<file path="src/rtl/mmio_pkg.sv">
// Shared types for the MMIO bus controller: address regions, FSM states and
// the helper that locates the region field inside the processor address.
package mmio_pkg;

   localparam int unsigned RegionW = 2;

   typedef enum logic [1:0] {
      REG_RAM  = 2'b00,
      REG_OUT  = 2'b01,
      REG_IN   = 2'b10,
      REG_NONE = 2'b11
   } region_e;

   typedef enum logic [1:0] {
      StIdle,
      StWrAck,
      StRdIssue,
      StRdData
   } state_e;

   // Region field occupies the top RegionW bits; everything below is the port index.
   function automatic int unsigned region_lsb(input int unsigned addr_w);
      return addr_w - RegionW;
   endfunction

endpackage

</file>
<file path="src/rtl/mmio_sync2.sv">
// Two-flop synchroniser for one asynchronous input port of configurable width.
module mmio_sync2 #(
   parameter int unsigned Width = 1
) (
   input  logic             clk_i,
   input  logic             rst_i,
   input  logic [Width-1:0] d_i,
   output logic [Width-1:0] q_o
);

   logic [Width-1:0] meta_q;
   logic [Width-1:0] sync_q;

   always_ff @(posedge clk_i) begin
      if (rst_i) begin
         meta_q <= '0;
         sync_q <= '0;
      end else begin
         meta_q <= d_i;
         sync_q <= meta_q;
      end
   end

   assign q_o = sync_q;

endmodule

</file>
<file path="src/rtl/mmio_bus_ctrl.sv">
// Handshaked MMIO controller: RAM, output registers and synchronised input ports.
// Define MMIO_READBACK_EN to let reads of the output region return register contents.
module mmio_bus_ctrl
   import mmio_pkg::*;
#(
   parameter int unsigned DATA_W  = 9,
   parameter int unsigned ADDR_W  = 9,
   parameter int unsigned RAM_AW  = 7,
   parameter int unsigned NUM_OUT = 2,
   parameter int unsigned NUM_IN  = 1
) (
   input  logic                      clk,
   input  logic                      rst,
   input  logic                      req,
   input  logic                      we,
   input  logic [ADDR_W-1:0]         addr,
   input  logic [DATA_W-1:0]         wdata,
   output logic                      ready,
   output logic [DATA_W-1:0]         rdata,
   output logic                      err,
   output logic                      busy,
   output logic [RAM_AW-1:0]         ram_addr,
   output logic [DATA_W-1:0]         ram_wdata,
   output logic                      ram_we,
   input  logic [DATA_W-1:0]         ram_rdata,
   output logic [NUM_OUT*DATA_W-1:0] out_data,
   input  logic [NUM_IN*DATA_W-1:0]  in_data
);

   localparam int unsigned IdxW = region_lsb(ADDR_W);

`ifdef MMIO_READBACK_EN
   localparam bit ReadbackEn = 1'b1;
`else
   localparam bit ReadbackEn = 1'b0;
`endif

   state_e            state_q, state_d;
   logic [ADDR_W-1:0] addr_q, addr_d;
   logic              we_q, we_d;
   logic [DATA_W-1:0] wdata_q, wdata_d;
   logic [DATA_W-1:0] rdata_q, rdata_d;
   logic [DATA_W-1:0] out_q [NUM_OUT];
   logic [DATA_W-1:0] out_d [NUM_OUT];
   logic [DATA_W-1:0] in_sync [NUM_IN];

   region_e           region;
   logic [IdxW-1:0]   idx;
   logic              out_hit;
   logic              in_hit;
   logic [DATA_W-1:0] out_sel;
   logic [DATA_W-1:0] in_sel;
   logic [DATA_W-1:0] rd_val;
   logic              rd_err;
   logic              wr_err;

   for (genvar g = 0; g < NUM_IN; g++) begin : g_sync
      mmio_sync2 #(
         .Width (DATA_W)
      ) u_sync (
         .clk_i (clk),
         .rst_i (rst),
         .d_i   (in_data[g*DATA_W +: DATA_W]),
         .q_o   (in_sync[g])
      );
   end

   for (genvar g = 0; g < NUM_OUT; g++) begin : g_out
      assign out_data[g*DATA_W +: DATA_W] = out_q[g];
   end

   assign region = region_e'(addr_q[ADDR_W-1 -: RegionW]);
   assign idx    = addr_q[IdxW-1:0];

   // Port selection by comparison keeps the index width independent of port count.
   always_comb begin
      out_hit = 1'b0;
      out_sel = '0;
      for (int unsigned k = 0; k < NUM_OUT; k++) begin
         if (32'(idx) == k) begin
            out_hit = 1'b1;
            out_sel = out_q[k];
         end
      end
      in_hit = 1'b0;
      in_sel = '0;
      for (int unsigned k = 0; k < NUM_IN; k++) begin
         if (32'(idx) == k) begin
            in_hit = 1'b1;
            in_sel = in_sync[k];
         end
      end
   end

   always_comb begin
      rd_val = '0;
      rd_err = 1'b0;
      wr_err = 1'b0;
      unique case (region)
         REG_RAM: begin
            rd_val = ram_rdata;
         end
         REG_OUT: begin
            rd_val = ReadbackEn ? out_sel : '0;
            rd_err = ~out_hit;
            wr_err = ~out_hit;
         end
         REG_IN: begin
            rd_val = in_sel;
            rd_err = ~in_hit;
            wr_err = 1'b1;
         end
         default: begin
            rd_err = 1'b1;
            wr_err = 1'b1;
         end
      endcase
   end

   always_comb begin
      state_d = state_q;
      addr_d  = addr_q;
      we_d    = we_q;
      wdata_d = wdata_q;
      rdata_d = rdata_q;
      out_d   = out_q;
      unique case (state_q)
         StIdle: begin
            if (req) begin
               addr_d  = addr;
               we_d    = we;
               wdata_d = wdata;
               state_d = we ? StWrAck : StRdIssue;
            end
         end
         StWrAck: begin
            if (we_q && region == REG_OUT) begin
               for (int unsigned k = 0; k < NUM_OUT; k++) begin
                  if (32'(idx) == k) out_d[k] = wdata_q;
               end
            end
            state_d = StIdle;
         end
         StRdIssue: begin
            state_d = StRdData;
         end
         StRdData: begin
            rdata_d = rd_val;
            state_d = StIdle;
         end
         default: begin
            state_d = StIdle;
         end
      endcase
   end

   always_ff @(posedge clk) begin
      if (rst) begin
         state_q <= StIdle;
         addr_q  <= '0;
         we_q    <= 1'b0;
         wdata_q <= '0;
         rdata_q <= '0;
         for (int unsigned k = 0; k < NUM_OUT; k++) out_q[k] <= '0;
      end else begin
         state_q <= state_d;
         addr_q  <= addr_d;
         we_q    <= we_d;
         wdata_q <= wdata_d;
         rdata_q <= rdata_d;
         out_q   <= out_d;
      end
   end

   // Completion strobes are masked by rst so a reset cancels them within the same cycle.
   always_comb begin
      busy      = (state_q != StIdle);
      ready     = ~rst & ((state_q == StWrAck) | (state_q == StRdData));
      err       = ~rst & (((state_q == StWrAck) & wr_err) | ((state_q == StRdData) & rd_err));
      ram_we    = ~rst & (state_q == StWrAck) & we_q & (region == REG_RAM);
      ram_addr  = addr_q[RAM_AW-1:0];
      ram_wdata = wdata_q;
      rdata     = (~rst & (state_q == StRdData)) ? rd_val : rdata_q;
   end

endmodule

</file>
<file path="config.mk">
export PLATFORM = sky130hd
export DESIGN_NAME = mmio_bus_ctrl
export DESIGN_NICKNAME = d
export VERILOG_FILES = /design/src/rtl/mmio_pkg.sv /design/src/rtl/mmio_sync2.sv /design/src/rtl/mmio_bus_ctrl.sv
export SDC_FILE = /design/constraint.sdc
export NUM_CORES = 1
export LEC_CHECK = 0
export ABC_CLOCK_PERIOD_IN_PS = 2400
export CORE_UTILIZATION = 35
export CTS_CLUSTER_DIAMETER = 50
export DETAILED_ROUTE_END_ITERATION = 10
export DONT_BUFFER_PORTS = 1
export GPL_ROUTABILITY_DRIVEN = 0
export SLEW_MARGIN = 10
export SYNTH_ARGS = -nofsm -noshare
export SYNTH_HDL_FRONTEND = slang
export SYNTH_SLANG_ARGS = --single-unit
</file>
<file path="constraint.sdc">
create_clock -name clk -period 2.4 [get_ports clk]
set_input_delay 0.48 -clock clk [delete_from_list [all_inputs] [get_ports clk]]
set_output_delay 0.48 -clock clk [all_outputs]
set_load 0.005 [all_outputs]
</file>
# Word level (Yosys, flattened, before mapping)
# Index checks and enable logic that the tools add are counted.
[word_totals]
ramBits = 0
wordCells = 48
regBits = 66
rom_bits = 0
inputBits = 40
memories = 0
latchBits = 0
[classes]
shifts = 0
n_mul = 0
n_eq_ne = 7
add_sub_neg = 0
n_lt_le_gt_ge = 0
n_bitwise = 13
n_div = 0
mux = 10
reduce_logical = 9
[ops]
columns = ["op", "count"]
rows = [
  ["9-bit 2-to-1 mux", 2],
  ["9-bit one-hot mux with 2 select lines", 1],
  ["1-bit AND", 8],
  ["7-bit by 1-bit equality test with 1-bit output, second input constant", 1],
  ["7-bit logical NOT", 1],
  ["2-bit equality test, second input constant", 3],
  ["2-bit one-hot mux with 3 select lines", 1],
  ["3-bit AND reduction", 2],
  ["2-bit by 1-bit equality test with 1-bit output, second input constant", 2],
  ["2-bit logical NOT", 2],
  ["2-bit 2-to-1 mux", 2],
  ["1-bit NOT", 3],
  ["1-bit one-hot mux with 3 select lines", 1],
  ["1-bit 2-to-1 mux", 2],
  ["2-bit inequality test, second input constant", 1],
  ["1-bit OR", 2],
  ["1-bit one-hot mux with 2 select lines", 1],
  ["2-bit AND reduction", 1],
  ["2-bit nonzero test", 1],
  ["2-bit OR reduction", 1],
  ["1-bit logical AND", 1],
]

# Depth between registers and ports, before layout
# Gate-level depths: netlist of run 1.
[depth]
ltp_word = 8
ltp_mapped = 7
ltp_nobuf = 5

# Cells and area by module
# From an unflattened synthesis of run 1, not the netlist that was laid out.
[unflattened]
cells_unflattened = 284
hier_area_um2 = 2539.9
[modules_own_cells]
columns = ["mod", "cells_per_inst", "seq_area_each_um2", "instances", "area_each_um2"]
rows = [
  ["mmio_bus_ctrl", 247, 960.9, 1, 2050.7],
  ["mmio_sync2", 37, 360.3, 1, 489.2],
]

# Least setup slack after synthesis of run 1
# Ideal clock, no wire load.
[synth_timing]
kind = "reg2out"
from = "register addr_q[1]"
to = "output port rdata[0]"
setup_slack_ns = 0.309
path_buffers = 0
arrival_ns = 1.611
path_stages_with_launch = 5
cell_sequence = "dfxtp_1 or4_4 nor4_4 a22oi_1 o21ai_0"
[synth_via]
elab_chain_len = 4
[synth_lines]
columns = ["element", "line", "rtl"]
rows = [
  ["start, declared", "mmio_bus_ctrl.sv:39", "logic [ADDR_W-1:0] addr_q, addr_d;"],
  ["start signal, assigned", "mmio_bus_ctrl.sv:167", "addr_q <= addr_d;"],
  ["7-bit logical NOT", "mmio_bus_ctrl.sv:88", "if (32'(idx) == k) begin"],
  ["9-bit 2-to-1 mux", "mmio_bus_ctrl.sv:88", ""],
  ["9-bit one-hot mux with 2 select lines", "mmio_bus_ctrl.sv:99", "unique case (region)"],
  ["9-bit 2-to-1 mux", "mmio_bus_ctrl.sv:183", "rdata = (~rst & (state_q == StRdData)) ? rd_val : rdata_q;"],
  ["end, declared", "mmio_bus_ctrl.sv:19", "output logic [DATA_W-1:0] rdata,"],
]
# No other way between the ends.

# Worst setup path after layout of run 1
[layout_timing]
from = "register addr_q[4]"
to = "output port rdata[8]"
# The elaborated chain is that of the path after synthesis.

==> results.md, run 1 <==
- Slew HR: 50.6%
- CP Class: reg2out
- Switching share of total power: 22.4%
- P_leak: 1.07 nW
- H-tree level count: 3
- Placed Area: 2550 sq um
- Asr flop ratio synth: 0%
- Sequential share of power: 47.4%
- Setup Skew: 0.00570 ns
- Fin crit period: 2.43 ns
- Residual DRC: 0
- Die H: roughly 87 microns
- GRT Total Usage: 15.7%
- Dpl hpwl: 3920 microns
- Psw: 0.000554 W
- Gate Count Post-Synth: 286
- Routed WL per cell: 15.0 microns
- Power Internal: 0.00192 W
- CP bufs+invs: 2
- Clock Path Buffers: 2
- Antenna viol nets, final: 0
- Post-route cell area: 2840 sq um
- Largest net degree at the start of global routing: 69
- Slew Limit Fails: 0
- Status: finished with violations
- # fillers: 700
- Vias in the first global route: approximately 1600
- Initial Util: between 30% and 40%
- Layout Cells excl Fill: 380
- DIE AREA: between 7000 and 8000 sq um
- RSZ-0062 raised after global routing: true
- Num ports: 87
- Peak VDD IR: 353 uV
- Worst-path clk slew: ~0.070 ns
- Max incr delay on CP: between 0.5 and 0.6 ns
- Worst hold path stage count: 1
- Startpoint type of the worst setup path: flop
- Worst path cell trace: or4_4 -> nor4_4 -> buf_6 -> a22oi_2 -> o21ai_1 -> buf_4
- Mapped Avg Cell Area: 8.81 sq um
- Sequential area share after synthesis: a little over half
- Reg2reg path depth: 5
- Post-Syn Area: 2520 sq um
- Hold Path Class: in2reg
- Main synth FF type: dfxtp_1
- Crit-path slowest cell: or4_4
- CP Max Fanout: 5
- Element type at the critical path end: output port
- EDFF count, synth: 0
- Final wirelength: 5710 microns
- HP Start: rst
- Final worst-path cycle share: 101%
- Count of final setup violators: 1
- Critical Path RT: 1.92 ns
- CP top delay family: simple AND/OR/NAND/NOR gates
- Min Hold Slack: 0.212 ns
- CTS tree: built
- R2R setup slack: 0.32 ns
- Row cnt: 30
- Final nets: 319
- Hold Path End: we_q$_SDFFE_PP0P_
- Max Cap Viol: 0
- Worst r2r src: addr_q[4]$_SDFFE_PP0P_
- CTS root buffer: clkbuf_8
- Final setup margin: -0.0260 ns
- Post-Place Cells: 362
- First-pass GRT wire length: about 8600 microns
- Clock sink total: 66
- Hold Buf Count CTS: 0
- Failing checks: negative setup slack
- R2r endpoint: out_data[14]$_SDFFE_PP0P_
- Grt total ovfl: 0
- Netlist cell types: 22
- Drt first pass iters: 4
- Total CTS buffers: 9
- Max Fclk: 0.412 GHz
- Logic gate share of total power: 6.2%
- CP Data Arrival Time: 1.95 ns
- Iteration-0 DRC Markers: 136
- Ys Warns: 0
- # diodes: 0
- Pre-CTS setup slack: around 0.16 ns
- P per Cell Area: 872 nW/um^2
- Least-Margin Pin Slew: 0.740 ns
- Clk_lat worst skew: around 0.34 ns
- Area of the core: 6870 sq um
- TNS Setup: -0.0260 ns
- Syn nets: 326
- Initial antenna violation count: 0
- Layout area overhead: 12.6%
- Port bufs: 0
- Die width: 86.8 microns
- Fraction of layout cells with a size suffix above 1: roughly 11%
- Drt via density: around 4.8
- Seq cells post-synth: 66
- Clock power frac: between 40% and 50%
- Vias: roughly 1800
- Final hold vios: 0
==> how the worst max path moves through the flow <==
stage | start | to | cells past startpoint | slack (ns)
finish | addr_q[4]$_SDFFE_PP0P_ | rdata[8] | 6 | -0.03
global route | addr_q[4]$_SDFFE_PP0P_ | rdata[8] | 6 | -0.14
CTS | addr_q[4]$_SDFFE_PP0P_ | rdata[8] | 6 | -0.05
detailed placement | addr_q[1]$_SDFFE_PP0P_ | rdata[8] | 6 | 0.16
global placement | addr_q[1]$_SDFFE_PP0P_ | rdata[8] | 6 | 0.16
floorplan | addr_q[1]$_SDFFE_PP0P_ | rdata[0] | 4 | 0.31
==> synthesized netlist by cell type, types with 2 or more instances <==
library cell | n | share of area [%]
or4_4 | 2 | 0.89
a22oi_1 | 9 | 2.7
nor2_1 | 11 | 1.6
nor3_1 | 3 | 0.60
o21ai_0 | 28 | 5.6
dfxtp_1 | 66 | 52
inv_1 | 4 | 0.60
nand2_1 | 59 | 8.8
nor2b_1 | 19 | 4.7
a21oi_1 | 22 | 4.4
and2_1 | 2 | 0.50
nand2b_1 | 12 | 3.0
mux2i_1 | 9 | 3.6
nand4b_1 | 10 | 3.5
clkbuf_1 | 17 | 2.5
buf_4 | 7 | 2.1
==> power groups by stage <==
stage / Sequential (W) / Clock (W) / Combinational, W
floorplan: 0.00118 / 0 / 0.000140
global placement: 0.00120 / 0 / 0.000138
detailed placement: 0.00120 / 0 / 0.000142
CTS: 0.00117 / 0.00118 / 0.000151
global route: 0.00118 / 0.00122 / 0.000172
finish: 0.00117 / 0.00115 / 0.000154
==> logic make-up after synthesis <==
group / after synthesis / share of synthesized area (%)
simple gates: 122 / 25.3
buf+inv: 29 / 5.66
flops: 66 / 52.5
mux: 9 / 3.58
compound gates: 60 / 13.0
==> sequential cells by signal, summed over array words and instances, names as in the netlist <==
name                  cells
ram_wdata                 9
addr_q                    9
g_sync.u_sync.q_o         9
g_sync.u_sync.meta_q      9
out_data                 18
rdata_q                   9
we_q                      1
state_q                   2
==> metrics by stage <==
step | total power, W | utilization [%]
floorplan | 0.00132 | -
detailed placement | 0.00134 | 37.1
CTS | 0.00250 | 41.1
global route | 0.00257 | 41.3
global placement | 0.00134 | 37.1
finish | 0.00247 | 41.3
==> layer usage <==
layer	vias up	GRT usage, %	wire length [microns]	share of wire (%)
met5	-	0	0	0
met4	0	7.73	85	1.5
met3	6	6.76	406	7.1
met2	53	20.0	2350	41
met1	831	22.0	2870	50
li1	937	-	-	-
==> timing repair <==
action,in CTS,in global routing
setup buffers,1,0
endpoints found under the setup margin,9,10
gates resized for setup,9,6
cloned,1,0
pin swaps,3,0
==> cells in the final DEF, fill, tap and decap left out, drive strengths merged <==
master	synthesis	layout
or4	2	2
clkbuf	17	10
nor2	11	11
bufinv	0	3
a22oi	9	9
buf	8	7
dfxtp	66	66
nor3	4	4
a21oi	22	22
a221oi	1	1
clkinv	0	1
nor2b	19	19
clkinvlp	0	2
nand2	59	59
and2	2	2
o21ai	28	28
nand4b	10	10
nand2b	12	12
inv	4	4
or2	1	1
mux2i	9	9
nor4	2	2
==> area by class of cell <==
class	count	area [sq um]	area share, %
Sequential cell	66	1320	46.6
Clock inverter	6	114	4.01
Clock buffer	10	138	4.85
Inverter	4	15.0	0.529
Multi-Input combinational cell	191	1070	37.8
Tap cell	96	120	4.23
Timing Repair Buffer	7	56.3	1.99
(Power assumes the default switching activity.)
==> inputs of run 2 (changes only) <==
--- a/config.mk
+++ b/config.mk
@@ -6,11 +6,12 @@
 export NUM_CORES = 1
 export LEC_CHECK = 0
 export ABC_CLOCK_PERIOD_IN_PS = 2400
-export CORE_UTILIZATION = 35
+export CORE_UTILIZATION = 61
 export CTS_CLUSTER_DIAMETER = 50
 export DETAILED_ROUTE_END_ITERATION = 10
 export DONT_BUFFER_PORTS = 1
 export GPL_ROUTABILITY_DRIVEN = 0
+export PLACE_DENSITY = 0.77
 export SLEW_MARGIN = 10
 export SYNTH_ARGS = -nofsm -noshare
 export SYNTH_HDL_FRONTEND = slang
==> constraint.sdc (replaced) <==
create_clock -name clk -period 2.4 [get_ports clk]
set_input_delay 0.48 -clock clk [delete_from_list [all_inputs] [get_ports clk]]
set_output_delay 0.48 -clock clk [all_outputs]
set_load 0.1 [all_outputs]
==> run 2 against run 1 <==
Effect of this change:
- the run still ends with negative setup slack left
- design area up 18%
- routed wire length up 5.5%
- die area down 42%
- largest cell class unchanged
- critical endpoint is now rdata[7]
- sequential power about the same
- clock power down 12%
- clock skew about the same
- sequential share of layout area down 7.2 points
- total power up 3.8%
- first-iteration DRC count down 18%
- cell count down 0.79%
- highest routed layer unchanged
- sequential cell count unchanged
- fmax down 5.3%
- critical path type unchanged
==> results.md, run 2 (synthesis results as in run 1) <==
- Iteration-0 DRC Markers: 111 (was 136)
- Post-route cell area: 3350 sq um (was 2840 sq um)
- P_leak: 1.37 nW (was 1.07 nW)
- Slew HR: 50.3% (was 50.6%)
- Post-Place Cells: 361 (was 362)
- RSZ-0062 raised after global routing: true (unchanged)
- Dpl hpwl: 3830 microns (was 3920 microns)
- Antenna viol nets, final: 0 (unchanged)
- Peak VDD IR: 610 uV (was 353 uV)
- Clock power frac: 39.2% (was 46.4%)
- GR met2 Demand/Resource: 47.1% (was 20.0%)
- Fraction of layout cells with a size suffix above 1: 27.1% (was 11.3%)
- Power Internal: 0.00185 W (was 0.00192 W)
- DIE AREA: 4390 sq um (was 7540 sq um)
- Max reg flops: 18 (unchanged)
- Max Cap Viol: 0 (unchanged)
- Postcts setup bufs: 0 (was 1)
- # fillers: 182 (was 700)
- Final wirelength: 6020 microns (was 5710 microns)
- Total CTS buffers: 9 (unchanged)
- Placed Area: 3120 sq um (was 2550 sq um)
- Die H: 66.3 microns (was 86.8 microns)
- Clock sink total: 66 (unchanged)
- # diodes: 0 (unchanged)
- TNS Setup: -1.33 ns (was -0.0260 ns)
- Status: finished with violations (unchanged)
- Hold Buf Count CTS: 0 (unchanged)
- Hold Path Class: in2reg (unchanged)
- Drt first pass iters: 4 (unchanged)
- Max incr delay on CP: 0.57 ns (about the same)
- Final hold vios: 0 (unchanged)
- Final worst-path cycle share: 107% (was 101%)
- Met3 Use GR: 8.97% (was 6.76%)
- Drt via density: 5.55 (was 4.81)
- Max Fclk: 0.390 GHz (was 0.412 GHz)
- P per Cell Area: 767 nW/um^2 (was 872 nW/um^2)
- Slew Limit Fails: 0 (unchanged)
- Crit-path slowest cell: or4_4 (unchanged)
- GRT Total Usage: 29.2% (was 15.7%)
- CTS tree: built (unchanged)
- CP Max Fanout: 9 (was 5)
- Startpoint type of the worst setup path: flop (unchanged)
- Grt total ovfl: 0 (unchanged)
- CP Data Arrival Time: 2.08 ns (was 1.95 ns)
- Element type at the critical path end: output port (unchanged)
- Least-Margin Pin Slew: 0.745 ns (was 0.740 ns)
- Setup Skew: 0.00528 ns (was 0.00570 ns)
- Most used routing layer: met2 (was met1)
- Leading cell type in the layout, fill and taps excluded: dfxtp_1 (unchanged)
- Sequential share of power: 45.2% (was 47.4%)
- Switching share of total power: 28.1% (was 22.4%)
- CP bufs+invs: 2 (unchanged)
- Row cnt: 22 (was 30)
- Logic gate share of total power: 15.6% (was 6.2%)
- Fin crit period: 2.56 ns (was 2.43 ns)
- Port bufs: 0 (unchanged)
- Psw: 0.000721 W (was 0.000554 W)
- Count of final setup violators: 10 (was 1)
- Vias in the first global route: 1966 (was 1645)
- Initial antenna violation count: 0 (unchanged)
- Clock Path Buffers: 2 (unchanged)
- Final nets: 364 (was 319)
- H-tree level count: 3 (unchanged)
- Area of the core: 3800 sq um (was 6870 sq um)
- Commonest non-fill, non-tap cells in the layout: dfxtp_1, nand2_1, buf_4 (was dfxtp_1, nand2_1, a21oi_1)
- Initial Util: 66.3% (was 36.7%)
- CP Class: reg2out (unchanged)
- Largest net degree at the start of global routing: 69 (unchanged)
- Worst path cell trace: or4_4 -> nor4_4 -> buf_6 -> a22oi_1 -> o21ai_2 -> buf_12 (was or4_4 -> nor4_4 -> buf_6 -> a22oi_2 -> o21ai_1 -> buf_4)
- Failing checks: negative setup slack (unchanged)
- Post-layout util: 88.2% (was 41.3%)
- Layout area overhead: 33.0% (was 12.6%)
- CTS root buffer: clkbuf_8 (unchanged)
- CP top delay family: simple AND/OR/NAND/NOR gates (unchanged)
- Vias: 2092 (was 1827)
- Critical Path RT: 1.92 ns (about the same)
- Num ports: 87 (unchanged)
- Clk_lat worst skew: 0.34 ns (about the same)
- Layout Cells excl Fill: 377 (was 380)
- Worst-path clk slew: 0.07 ns (about the same)
- Final setup margin: -0.162 ns (was -0.0260 ns)
- Die width: 66.3 microns (was 86.8 microns)
- Grt met1 use: 34.6% (was 22.0%)
- Residual DRC: 0 (unchanged)
- Routed WL per cell: 16.0 microns (was 15.0 microns)
- First-pass GRT wire length: 9260 microns (was 8630 microns)
run 2: metrics by stage:
| stage | total power, W | hold WS, ns | setup slack, ns |
|---|---|---|---|
| after floorplan | 0.00151 | 0.414 | -0.271 |
| after global placement | 0.00157 | 0.417 | 0.249 |
| after detailed placement | 0.00158 | 0.426 | 0.207 |
| after CTS | 0.00257 | 0.198 | -0.126 |
| after global routing | 0.00265 | 0.188 | -0.229 |
| final | 0.00257 | 0.201 | -0.162 |
run 2: routing by layer:
metal | vias to the layer above | routed length [microns] | part of all wire [%]
li1 | 1031 | - | -
met1 | 968 | 2580 | 43
met2 | 83 | 2940 | 49
met3 | 10 | 411 | 6.8
met4 | 0 | 95 | 1.6
met5 | - | 0 | 0
run 2: final timing paths:
kind	startpoint	end	slack, ns	depth (start not counted)
max reg2reg	addr_q[1]$_SDFFE_PP0P_	out_data[3]$_SDFFE_PP0P_	0.25	5
min	rst	g_sync[0].u_sync.meta_q[8]$_SDFF_PP0_	0.20	1
max	addr_q[1]$_SDFFE_PP0P_	rdata[7]	-0.16	6
min reg2reg	g_sync[0].u_sync.meta_q[4]$_SDFF_PP0_	g_sync[0].u_sync.q_o[4]$_SDFF_PP0_	0.44	1
run 2: power groups by stage:
stage / logic (W) / clock network [W] / registers [W]
global route: 0.000420 / 0.00107 / 0.00116
finish: 0.000401 / 0.00101 / 0.00116
global placement: 0.000387 / 0 / 0.00118
CTS: 0.000398 / 0.00101 / 0.00116
detailed placement: 0.000392 / 0 / 0.00118
floorplan: 0.000260 / 0 / 0.00125
run 2: layout make-up:
type | instances | area [sq um] | area share [%]
clock inverter | 5 | 77.6 | 2.32
inverter | 4 | 18.8 | 0.560
tap | 48 | 60.1 | 1.79
clock buffer | 11 | 141 | 4.22
sequential | 66 | 1320 | 39.4
timing repair buffer | 52 | 519 | 15.5
multi-input combinational | 191 | 1210 | 36.2
run 2: timing repair:
item,4_1_cts,5_1_grt
hold endpoints to repair,0,0
gates resized for setup,2,1
gates cloned,0,0
endpoints found under the setup margin,10,10
pin swaps,0,0
==> inputs of run 3 (changes only) <==
--- a/config.mk
+++ b/config.mk
@@ -12,6 +12,7 @@
 export DONT_BUFFER_PORTS = 1
 export GPL_ROUTABILITY_DRIVEN = 0
 export PLACE_DENSITY = 0.77
+export SETUP_SLACK_MARGIN = 0.3
 export SLEW_MARGIN = 10
 export SYNTH_ARGS = -nofsm -noshare
 export SYNTH_HDL_FRONTEND = slang
==> run 3 against run 2 <==
Effect of this change:
- the run still ends with negative setup slack left
- first-iteration DRC count is 47% higher
- non-clock buffer count is 3 higher
- clock power is 9% higher
- via count is 3.3% higher
- fmax is 0.55% lower
- core utilization is 1.4 points higher
- hold slack worse by 0.0027 ns
- die area stayed put
==> results.md, run 3 (synthesis results as in run 1) <==
- Port bufs: 0 (unchanged)
- Final hold vios: 0 (unchanged)
- Dpl hpwl: 3990 microns (was 3830 microns)
- Path length in cells of the critical path: 6 (unchanged)
- CTS root buffer: clkbuf_8 (unchanged)
- Iteration-0 DRC Markers: 163 (was 111)
- Max Cap Viol: 0 (unchanged)
- Failing checks: negative setup slack (unchanged)
- Max reg flops: 18 (unchanged)
- Slew HR: 45.6% (was 50.3%)
- # fillers: 182 (unchanged)
- RSZ-0062 raised after global routing: true (unchanged)
- Fraction of layout cells with a size suffix above 1: 28.3% (was 27.1%)
- Element type at the critical path end: output port (unchanged)
- # diodes: 0 (unchanged)
- Clock Path Buffers: 2 (unchanged)
- Max incr delay on CP: 0.56 ns (was 0.57 ns)
- First-pass GRT wire length: 10000 microns (was 9260 microns)
- CP bufs+invs: 2 (unchanged)
- Num ports: 87 (unchanged)
- CP Data Arrival Time: 2.10 ns (was 2.08 ns)
- Hold Path Class: in2reg (unchanged)
- Row cnt: 22 (unchanged)
- Final setup margin: -0.177 ns (was -0.162 ns)
- GRT Total Usage: 31.9% (was 29.2%)
- Vias: 2162 (was 2092)
- CTS tree: built (unchanged)
- Clock sink total: 66 (unchanged)
- Final Power: 0.00268 W (was 0.00257 W)
- Final wirelength: 6540 microns (was 6020 microns)
- Leading cell type in the layout, fill and taps excluded: dfxtp_1 (unchanged)
- Startpoint type of the worst setup path: flop (unchanged)
- Drt via density: 5.69 (was 5.55)
- Pre-CTS setup slack: 0.164 ns (was 0.207 ns)
- HP Start: rst (unchanged)
- Drt first pass iters: 4 (unchanged)
- Worst path cell trace: or4_4 -> nor4_4 -> buf_6 -> a22oi_1 -> o21ai_4 -> buf_12 (was or4_4 -> nor4_4 -> buf_6 -> a22oi_1 -> o21ai_2 -> buf_12)
- Peak VDD IR: 648 uV (was 610 uV)
- Placed Area: 3130 sq um (was 3120 sq um)
- TNS Setup: -1.44 ns (was -1.33 ns)
- R2r endpoint: out_data[17]$_SDFFE_PP0P_ (was out_data[3]$_SDFFE_PP0P_)
- Hold Buf Count CTS: 0 (unchanged)
- Max Fclk: 0.388 GHz (was 0.390 GHz)
- Die width: 66.3 microns (unchanged)
- P_leak: 1.40 nW (was 1.37 nW)
- Count of final setup violators: 10 (unchanged)
- Vias in the first global route: 2129 (was 1966)
- P per Cell Area: 787 nW/um^2 (was 767 nW/um^2)
- H-tree level count: 3 (unchanged)
- Reg2reg path depth: 5 (unchanged)
- Critical Path RT: 1.92 ns (about the same)
- Worst-path clk slew: 0.07 ns (about the same)
- Area of the core: 3800 sq um (unchanged)
- Crit-path slowest cell: or4_4 (unchanged)
- Fin crit period: 2.58 ns (was 2.56 ns)
- Slew Limit Fails: 0 (unchanged)
- Layout area overhead: 35.1% (was 33.0%)
- Largest net degree at the start of global routing: 69 (unchanged)
- Commonest non-fill, non-tap cells in the layout: dfxtp_1, nand2_1, buf_4 (unchanged)
- Clk_lat worst skew: 0.34 ns (about the same)
- Residual DRC: 0 (unchanged)
- Final nets: 367 (was 364)
- Total CTS buffers: 9 (unchanged)
- Initial antenna violation count: 0 (unchanged)
- Status: finished with violations (unchanged)
- R2R setup slack: 0.35 ns (was 0.25 ns)
- Initial Util: 66.3% (unchanged)
- Worst r2r src: addr_q[1]$_SDFFE_PP0P_ (unchanged)
- Antenna viol nets, final: 0 (unchanged)
- CP Max Fanout: 9 (unchanged)
- Setup Skew: 0.00695 ns (was 0.00528 ns)
- Post-route cell area: 3400 sq um (was 3350 sq um)
- DIE AREA: 4390 sq um (unchanged)
- Die H: 66.3 microns (unchanged)
- Routed WL per cell: 17.2 microns (was 16.0 microns)
- Final worst-path cycle share: 107% (about the same)
- CP Class: reg2out (unchanged)
- Worst Setup EP: rdata[1] (was rdata[7])
- Least-Margin Pin Slew: 0.816 ns (was 0.745 ns)
- CP top delay family: simple AND/OR/NAND/NOR gates (unchanged)
- Grt total ovfl: 0 (unchanged)
- Worst setup path start: addr_q[1]$_SDFFE_PP0P_ (unchanged)
[run 3: worst register-to-register path, delay by kind of cell, from the launching register on]
kind,cells,cell delay [ns]
buf+inv,1,0.17
flops,1,0.31
mux,1,0.24
simple gates,3,1.22
[run 3: through the flow]
| step | hold WS (ns) | utilization (%) | instances |
|---|---|---|---|
| after floorplan | 0.414 | - | 286 |
| after detailed placement | 0.425 | 82.5 | 362 |
| after CTS | 0.190 | 89.5 | 380 |
| final | 0.198 | 89.6 | 380 |
| after global placement | 0.420 | 82.5 | 362 |
| after global routing | 0.185 | 89.6 | 380 |
[run 3: worst min path at each step]
stage	to	slack [ns]	cells past startpoint
after CTS	ram_wdata[1]$_SDFFE_PP0P_	0.19	1
final	g_sync[0].u_sync.meta_q[7]$_SDFF_PP0_	0.20	1
after floorplan	g_sync[0].u_sync.q_o[0]$_SDFF_PP0_	0.41	1
after detailed placement	g_sync[0].u_sync.q_o[6]$_SDFF_PP0_	0.42	1
after global routing	addr_q[4]$_SDFFE_PP0P_	0.18	1
after global placement	g_sync[0].u_sync.q_o[4]$_SDFF_PP0_	0.42	1
[run 3: layout make-up]
class                           instances  area, sq um  area share (%)
Clock buffer                           10          128            3.75
Clock inverter                          6          105            3.09
Inverter                                4         18.8           0.552
Multi-Input combinational cell        191         1230            36.1
Sequential cell                        66         1320            38.8
Tap cell                               48         60.1            1.77
Timing Repair Buffer                   55          542            15.9
[run 3: per-layer routing]
layer	wire length [microns]	global-route usage, %
met2	3460	55.0
met1	2570	35.5
met5	0	0
met4	127	14.4
met3	389	10.2
[run 3: what timing repair did]
| action | in CTS | in global routing |
|---|---|---|
| pin swaps | 2 | 0 |
| setup endpoints to repair | 10 | 19 |
| buffers inserted | 2 | 0 |
| resized for setup | 5 | 1 |
[run 3: power breakdown]
group,internal [W],switching [W],total [W]
registers,0.00113,0.0000274,0.00116
clock network,0.000685,0.000413,0.00110
logic,0.000113,0.000304,0.000417
